### config.mk
export PLATFORM = sky130hd
export DESIGN_NAME = antirrebote
export DESIGN_NICKNAME = d
export VERILOG_FILES = /design/src/rtl/antirrebote_pkg.sv /design/src/rtl/antirrebote_sincronizador.sv /design/src/rtl/antirrebote.sv
export SDC_FILE = /design/constraint.sdc
export NUM_CORES = 1
export LEC_CHECK = 0
export CAP_MARGIN = 10
export CORE_MARGIN = 2
export CORE_UTILIZATION = 53
export DETAILED_ROUTE_END_ITERATION = 8
export MAX_ROUTING_LAYER = met4
export PLACE_DENSITY = 0.81
export SLEW_MARGIN = 20
export SYNTH_ARGS = -nofsm -noshare
export SYNTH_HDL_FRONTEND = slang
export SYNTH_SLANG_ARGS = --single-unit
### constraint.sdc
create_clock -name clk -period 1.6 [get_ports clk]
set_clock_uncertainty 0.2 [all_clocks]
set_input_delay 0.16 -clock clk [delete_from_list [all_inputs] [get_ports clk]]
set_output_delay 0.16 -clock clk [all_outputs]
set_load 0.005 [all_outputs]
### src/rtl/antirrebote_pkg.sv
// antirrebote_pkg
// Shared types and default parameters for the pushbutton debouncer.
//   estado_t             : debouncer FSM state encoding
//   N_SYNC_DEF           : default synchronizer depth
//   DEBOUNCE_CYCLES_DEF  : default qualification length (10 ms at 100 MHz)
package antirrebote_pkg;

   typedef enum logic [1:0] {
      IDLE_LOW  = 2'd0,
      WAIT_HIGH = 2'd1,
      IDLE_HIGH = 2'd2,
      WAIT_LOW  = 2'd3
   } estado_t;

   localparam int N_SYNC_DEF          = 2;
   localparam int DEBOUNCE_CYCLES_DEF = 1_000_000;

endpackage

### src/rtl/antirrebote_sincronizador.sv
// sincronizador
// Multi-flop synchronizer for one asynchronous level input. Reusable for
// any board input that must be brought into the clk domain.
//   clk : system clock, rising edge
//   rst : synchronous active-low reset, clears every stage to 0
//   d   : asynchronous input level
//   q   : synchronized level (last stage)
module sincronizador
   import antirrebote_pkg::*;
#(
   parameter int N_SYNC = N_SYNC_DEF
) (
   input  logic clk,
   input  logic rst,
   input  logic d,
   output logic q
);

   logic [N_SYNC-1:0] sync_reg;

   // Stage 0 captures the raw input; every later stage only resolves
   // metastability of the stage before it.
   generate
      for (genvar gi = 0; gi < N_SYNC; gi++) begin : g_stage
         logic stage_in;
         if (gi == 0) begin : g_first
            assign stage_in = d;
         end else begin : g_next
            assign stage_in = sync_reg[gi-1];
         end

         always_ff @(posedge clk) begin
            if (!rst) begin
               sync_reg[gi] <= 1'b0;
            end else begin
               sync_reg[gi] <= stage_in;
            end
         end
      end
   endgenerate

   assign q = sync_reg[N_SYNC-1];

endmodule

### src/rtl/antirrebote.sv
// antirrebote
// Debounces and synchronizes one raw pushbutton/switch input. A new level is
// accepted only after DEBOUNCE_CYCLES consecutive equal synchronized samples;
// any disagreeing sample restarts qualification from zero.
//   clk           : system clock, rising edge
//   rst           : synchronous active-low reset
//   senal_entrada : raw asynchronous input level
//   senal_limpia  : debounced, registered level (feeds detector_flanco)
//   ocupado       : high while a candidate level change is being qualified
module antirrebote
   import antirrebote_pkg::*;
#(
   parameter int N_SYNC          = N_SYNC_DEF,
   parameter int DEBOUNCE_CYCLES = DEBOUNCE_CYCLES_DEF
) (
   input  logic clk,
   input  logic rst,
   input  logic senal_entrada,
   output logic senal_limpia,
   output logic ocupado
);

   generate
      if (DEBOUNCE_CYCLES < 2) begin : g_bad_debounce
         $fatal(1, "antirrebote: DEBOUNCE_CYCLES must be 2 or more");
      end
      if (N_SYNC < 2) begin : g_bad_sync
         $fatal(1, "antirrebote: N_SYNC must be 2 or more");
      end
   endgenerate

   localparam int CNT_W = $clog2(DEBOUNCE_CYCLES);
   // The counter never goes past DEBOUNCE_CYCLES-1, which always fits in
   // CNT_W bits, so it cannot wrap.
   localparam logic [CNT_W-1:0] CNT_LAST = CNT_W'(DEBOUNCE_CYCLES - 1);
   localparam logic [CNT_W-1:0] CNT_ONE  = CNT_W'(1);

   logic             s;
   estado_t          estado_reg, estado_next;
   logic [CNT_W-1:0] cnt_reg, cnt_next;
   logic             limpia_reg, limpia_next;

   sincronizador #(
      .N_SYNC (N_SYNC)
   ) u_sincronizador (
      .clk (clk),
      .rst (rst),
      .d   (senal_entrada),
      .q   (s)
   );

   always_ff @(posedge clk) begin
      if (!rst) begin
         estado_reg <= IDLE_LOW;
         cnt_reg    <= '0;
         limpia_reg <= 1'b0;
      end else begin
         estado_reg <= estado_next;
         cnt_reg    <= cnt_next;
         limpia_reg <= limpia_next;
      end
   end

   // In the WAIT states the sample check comes before the terminal count:
   // a disagreeing sample on the last counted edge is a revert, not an accept.
   always_comb begin
      estado_next = estado_reg;
      cnt_next    = cnt_reg;
      limpia_next = limpia_reg;
      case (estado_reg)
         IDLE_LOW: begin
            if (s) begin
               estado_next = WAIT_HIGH;
               cnt_next    = CNT_ONE;
            end
         end
         WAIT_HIGH: begin
            if (!s) begin
               estado_next = IDLE_LOW;
               cnt_next    = '0;
            end else if (cnt_reg == CNT_LAST) begin
               estado_next = IDLE_HIGH;
               limpia_next = 1'b1;
               cnt_next    = '0;
            end else begin
               cnt_next = cnt_reg + CNT_ONE;
            end
         end
         IDLE_HIGH: begin
            if (!s) begin
               estado_next = WAIT_LOW;
               cnt_next    = CNT_ONE;
            end
         end
         WAIT_LOW: begin
            if (s) begin
               estado_next = IDLE_HIGH;
               cnt_next    = '0;
            end else if (cnt_reg == CNT_LAST) begin
               estado_next = IDLE_LOW;
               limpia_next = 1'b0;
               cnt_next    = '0;
            end else begin
               cnt_next = cnt_reg + CNT_ONE;
            end
         end
         default: begin
            estado_next = IDLE_LOW;
            cnt_next    = '0;
            limpia_next = 1'b0;
         end
      endcase
   end

   assign senal_limpia = limpia_reg;
   // Decoded from the state register alone, so it cannot glitch.
   assign ocupado = (estado_reg == WAIT_HIGH) || (estado_reg == WAIT_LOW);

endmodule
After elaboration in Yosys (flattened, before gate mapping)
Index checks and enable logic that the tools add are counted.

operators by class
  add/sub/neg operators = 1
  eq/ne operators = 12
  multiplexer cells = 18
  reduce and logical (&&, ||, !) cells = 6

operators with widths
  cell                                           number
  two-way mux 20 bit                             5
  case mux 20 bit (4 select lines)               1
  adder 20 x 1 -> 20 bit, second input constant  1
  == test 20 bit, second input constant          1
  two-way mux 2 bit                              6
  != test 2 bit, second input constant           4
  case mux 2 bit (4 select lines)                1
  AND reduction 5 bit                            1
  == test 2 bit, second input constant           2
  two-way mux 1 bit                              4
  != test 2 x 1 -> 1 bit, second input constant  2
  AND reduction 4 bit                            1
  != test 3 x 2 -> 1 bit, second input constant  1
  != test 3 bit, second input constant           1
  == test 2 x 1 -> 1 bit, second input constant  1
  logical NOT 2 bit                              1
  case mux 1 bit (2 select lines)                1
  AND reduction 2 bit                            1
  nonzero test 2 bit                             1
  logical OR 1 bit                               1

storage, ports and cells
  register bits after elaboration = 25
  input port bits = 3

Logic depth before layout (Yosys ltp)
  depth in word-level cells = 4
  depth in mapped cells = 7

Cells and area by module
A second synthesis with hierarchy kept.

unflattened totals
  cells, all modules = 142
  area total of the unflattened synthesis = 1246.2 um^2

by module, submodules not included
  module         cells an instance  instances  area an instance (um^2)
  antirrebote    138                1          1193.6
  sincronizador  4                  1          52.6

Worst setup path before layout
No wires, ideal clock.

  path kind = register -> register
  start = register cnt_reg[0]
  end = register cnt_reg[12]
  buffers on the path = 0
  slack = -151 ps
  library setup time = 117 ps
  data arrival time = 1434 ps
  required time = 1283 ps
  stages on the path, launching flop included = 7
  clock period less this slack = 1751 ps
  cell sequence = dfxtp_1 -> ha_1 -> nand2_1 -> nor3_4 -> and4_1 -> xor2_1 -> a22o_1

between the ends
  word-level cells in the longest chain between the ends = 4

RTL lines
  what                                                      RTL line                              source
  from (decl)                                               antirrebote.sv:40                     logic [CNT_W-1:0] cnt_reg, cnt_next;
  from (signal assigned)                                    antirrebote.sv:59                     cnt_reg <= cnt_next;
  adder 20 x 1 -> 20 bit or == test 20 bit (tied branches)  -
  two-way mux 20 bit *                                      antirrebote.sv:81, antirrebote.sv:99
  two-way mux 20 bit (on tied branches)                     antirrebote.sv:96, antirrebote.sv:78
  case mux 20 bit (4 select lines) *                        antirrebote.sv:70                     case (estado_reg)

Every way passes the cells marked *; elsewhere a longest branch is shown, timed or not.
A chain may end at the register's enable or synchronous reset.

Worst setup path after layout
  start = register cnt_reg[10]
  end = register cnt_reg[3]

between the ends
  word-level cells in the longest chain between the ends = 4

RTL lines
  what                                   RTL line
  == test 20 bit *                       antirrebote.sv:81, antirrebote.sv:99
  two-way mux 20 bit *                   antirrebote.sv:81, antirrebote.sv:99
  two-way mux 20 bit (on tied branches)  antirrebote.sv:96, antirrebote.sv:78
  case mux 20 bit (4 select lines) *     antirrebote.sv:70

Marked as above.

==> results by stage <==
Outcome:
- The run finished, with violations left.
- The checks that failed: setup timing.

Worst setup path:
- The minimum setup slack among reg-to-reg paths is -0.38 ns.
- The critical path goes through and4bb_1 -> and4_4 -> a21oi_4 -> buf_6 -> clkbuf_16 -> a21oi_1 -> mux2i_1.
- In this design, the stage delay of the slowest critical-path cell is 0.37 ns.
- STA puts the critical path data arrival time at 2.02 ns.
- The worst register-to-register path ends at cnt_reg[3].
- The peak fanout along the critical path is 6.
- On the critical path, the stage with the largest delay is an instance of sky130_fd_sc_hd__dfxtp_2.
- The kind of end point of the critical path is a flop.
- The worst register-to-register path begins at cnt_reg[10].
- The critical path is of the flop to flop type.
- The worst endpoint required time is 1.64 ns.
- Counting cells, the worst reg-to-reg path comes to 7.
- The worst setup path is launched from a flop.

Logic synthesis:
- The async set-or-reset flop fraction in the synthesized netlist is 0%.
- The share of the Yosys chip area taken by registers is 37.9%.
- In the synthesized netlist the dominant register cell turns out to be sky130_fd_sc_hd__dfxtp_1.
- In the synthesized netlist, the number of instances is 149.
- Synthesis produced a netlist with a net count of 153.
- The number of synthesized register bits is 25.
- The synthesized area divided by synthesized cell count is 8.87 um^2.
- After synthesis, the netlist uses 47 different library cells.
- The post-synthesis cell area is 1320 um^2.
- Counting flops with a built-in enable in the synthesized netlist gives 0.
- The synthesis warning total is 0.

CTS:
- At the later pin of the worst-skew pair, clock insertion delay measures 0.34 ns.
- In this run the number of H-tree levels came out at 1.
- The clock sink count is 25.
- The CTS clock-pin slew for the worst setup and hold paths is 0.15 ns.
- The buffer type at the clock tree root is sky130_fd_sc_hd__clkbuf_4.
- The maximum number of buffers from clock root to sink is 2.
- The number of clock buffers inserted by TritonCTS is 3.
- TritonCTS built the clock tree.

Routing:
- After detailed routing, the average wire length per cell comes to 27.2 um.
- In this run the remaining antenna-violating nets after routing total 0.
- For this run, design rule violations remaining after detail routing come to 0.
- In the routed layout, each cell is associated on average with a via count of 7.36.
- For this block, the routed nets add up to 6380 um of wire.
- The number of violations reported at the end of detailed-routing iteration 0 is 196.
- The detailed router placed 1722 vias in this run.
- For this run, the detailed router's first-pass iteration total came to 5.

Layout:
- The library cells used most frequently in the layout, excluding fill and tap cells, are 45 x sky130_fd_sc_hd__buf_4, 11 x sky130_fd_sc_hd__nand2_1, 9 x sky130_fd_sc_hd__dfxtp_2, 9 x sky130_fd_sc_hd__dfxtp_1.
- The most common library cell in the layout ignoring fill and taps is sky130_fd_sc_hd__buf_4.
- 0 antenna diodes ended up in the layout.
- The final non-filler cell total is 234.
- The number of filler instances in the final layout is 93.
- The combined area of the multi-input logic cells is 1020 um^2.
- Across the whole layout, storage elements account for 538 um^2.
- The net count reported at finish is 209.
- The area overhead of the layout relative to synthesis is 64.0%.
- The post-route netlist has 57.4% of its cells at a drive strength greater than 1.
- The register with the most flip-flops in the layout has 20 of them.

Placement:
- Timing analysis after detailed placement gives a worst setup slack of -0.137 ns.
- Summed over all nets, the half-perimeter wirelength after detailed placement is 2480 um.
- The number of placed instances, taps included is 216.
- Routability-driven placement finished with a final weighted congestion of 0.915.
- The count of input and output buffers is 4.

Die:
- The number of placement rows is 18.
- The floorplan die height is 53.9 um.
- The number of top-level pins is 5.
- The floorplan step defined a die boundary enclosing 2910 um^2.
- The total area inside the core boundary comes to 2410 um^2.
- Once the floorplan was initialized, standard cells occupied 54.8% of the core.
- The die is 53.9 um wide.

Pwr:
- The share of total power in the clock network is 29.7%.
- The switching power as a share of total power is 25.7%.
- The total net switching power is 263 uW.
- The combinational fraction of design power is 9.3%.
- The power density of the placed cells is 471 nW/um^2.
- The analysis attributes to cell leakage a power of 0.000923 uW.
- The maximum resistive drop on vdd is 640 uV.
- The internal power of the cells is 758 uW.
- The power share of the sequential group is 61.0%.

GRT:
- After global routing the overflow that remains totals 0.
- Entering global routing, the biggest net connects 26 pins.
- The global-route total usage across every layer is 38.2%.
- The first global-routing pass estimated 7340 um of wire.
- The number of global-route vias before repair came to 1389.
- The number of antenna violations at the first check in global routing is 0.

Timing:
- Setup repair after global routing could not meet its margin everywhere.
- The post-layout minimum cycle time is 1.98 ns.
- Across all setup checks in the final design, the least slack found is -0.380 ns.
- The count of pins over their slew limit came to 0.
- The maximum operating frequency is 505 MHz.
- The final critical path takes up 124% of the cycle.
- The measured slew at the worst slew-check pin is 0.278 ns.
- The worst-case headroom to the max-slew limit is 81.4%.
- The final sum of negative setup slack is -5.32 ns.
- The hold violation count in the final report is 0.
- Setup violations remaining at the end of the flow were counted as 23.

Min path:
- Along the worst hold path, the cell count comes to 2.
- The worst hold path terminates at u_sincronizador.g_stage[1].stage_in.
- The worst hold path begins at senal_entrada.
- In this run the worst hold path is classified as input port to flop.

Flow run:
- The max-capacitance violation count is 0.
[cell usage after synthesis, types with 3 or more instances]
cell type	n	share of area (%)
sky130_fd_sc_hd__clkbuf_1	3	0.85
sky130_fd_sc_hd__nand2_1	16	4.5
sky130_fd_sc_hd__dfxtp_1	25	38
sky130_fd_sc_hd__nor2_1	8	2.3
sky130_fd_sc_hd__and3_1	4	1.9
sky130_fd_sc_hd__o21ai_0	5	1.9
sky130_fd_sc_hd__mux2i_1	3	2.3
sky130_fd_sc_hd__inv_1	4	1.1
sky130_fd_sc_hd__a22o_1	4	2.7
sky130_fd_sc_hd__a31oi_1	8	3.8
sky130_fd_sc_hd__a21oi_1	5	1.9
sky130_fd_sc_hd__a41oi_1	3	2.0
sky130_fd_sc_hd__xnor2_1	3	2.0
sky130_fd_sc_hd__nand3_1	10	3.8
sky130_fd_sc_hd__and2_1	6	2.8
sky130_fd_sc_hd__nor3_1	3	1.1
[final cells by class]
cell class	count	share of cell area [%]
inverter	4	0.693
clock inverter	1	0.231
multi-input combinational	113	47.1
timing repair buffer	58	24.4
sequential	25	24.8
tap	30	1.73
clock buffer	3	1.04
[layer usage]
| layer | track usage, % | vias to the layer above | part of all wire (%) | wire length [um] |
|---|---|---|---|---|
| li1 | - | 669 | - | - |
| met1 | 47.8 | 775 | 35 | 2240 |
| met3 | 4.44 | 69 | 14 | 922 |
| met4 | 17.1 | 0 | 8.5 | 541 |
| met5 | - | - | 0 | 0 |
| met2 | 61.6 | 209 | 42 | 2670 |
[stage by stage]
| step | cell area [um^2] | power, uW | hold WS (ns) | util, % |
|---|---|---|---|---|
| 4_1_cts | 1960 | 1000 | 0.191 | 81.4 |
| 3_5_place_dp | 1740 | 714 | 0.232 | 72.2 |
| 3_3_place_gp | 1740 | 711 | 0.219 | 72.2 |
| 5_1_grt | 2170 | 1040 | 0.241 | 89.9 |
| 2_1_floorplan | 1390 | 673 | 0.0873 | - |
| 6_report | 2170 | 1020 | 0.255 | 89.9 |
[logic make-up (layout without fill, tap and decap cells)]
kind of cell	count (synthesis)	count (layout)	share of synthesized area, %
AND/OR/NAND/NOR	64	64	28.4
AO/OA/AOI/OAI	40	40	22.2
flip-flops	25	25	37.9
buffers and inverters	11	66	4.45
XOR/XNOR	5	5	3.88
multiplexers	3	3	2.27
adder cells (fa/ha/maj)	1	1	0.947
[worst max-delay path, delay by kind of cell (launching register included)]
family | cells | cell delay, ns
flops | 1 | 0.37
simple gates | 2 | 0.61
compound gates | 2 | 0.31
mux | 1 | 0.11
buf+inv | 2 | 0.28
[worst max-delay path by stage]
stage	start	end	cells past startpoint
final	cnt_reg[10]	cnt_reg[3]	7
after global routing	cnt_reg[10]	cnt_reg[3]	7
after CTS	cnt_reg[10]	cnt_reg[13]	6
after detailed placement	flop	cnt_reg[6]	6
after global placement	cnt_reg[11]	cnt_reg[18]	5
after floorplan	cnt_reg[6]	cnt_reg[12]	5
[timing repair]
action                     CTS  global route
buffers inserted             7             4
gates cloned                 0             3
hold buffers                 0             0
resized for setup           37            23
setup endpoints to repair   22            24
pin swaps                   10            11
hold endpoints to repair     0             0
[power groups by stage]
stage,clock [uW],sequential [uW],combinational [uW]
2_1_floorplan,0,645,27.6
6_report,304,622,95.1
3_3_place_gp,0,646,64.7
3_5_place_dp,0,646,67.7
5_1_grt,322,623,98.5
4_1_cts,298,625,79.0
(Power assumes the default switching activity.)
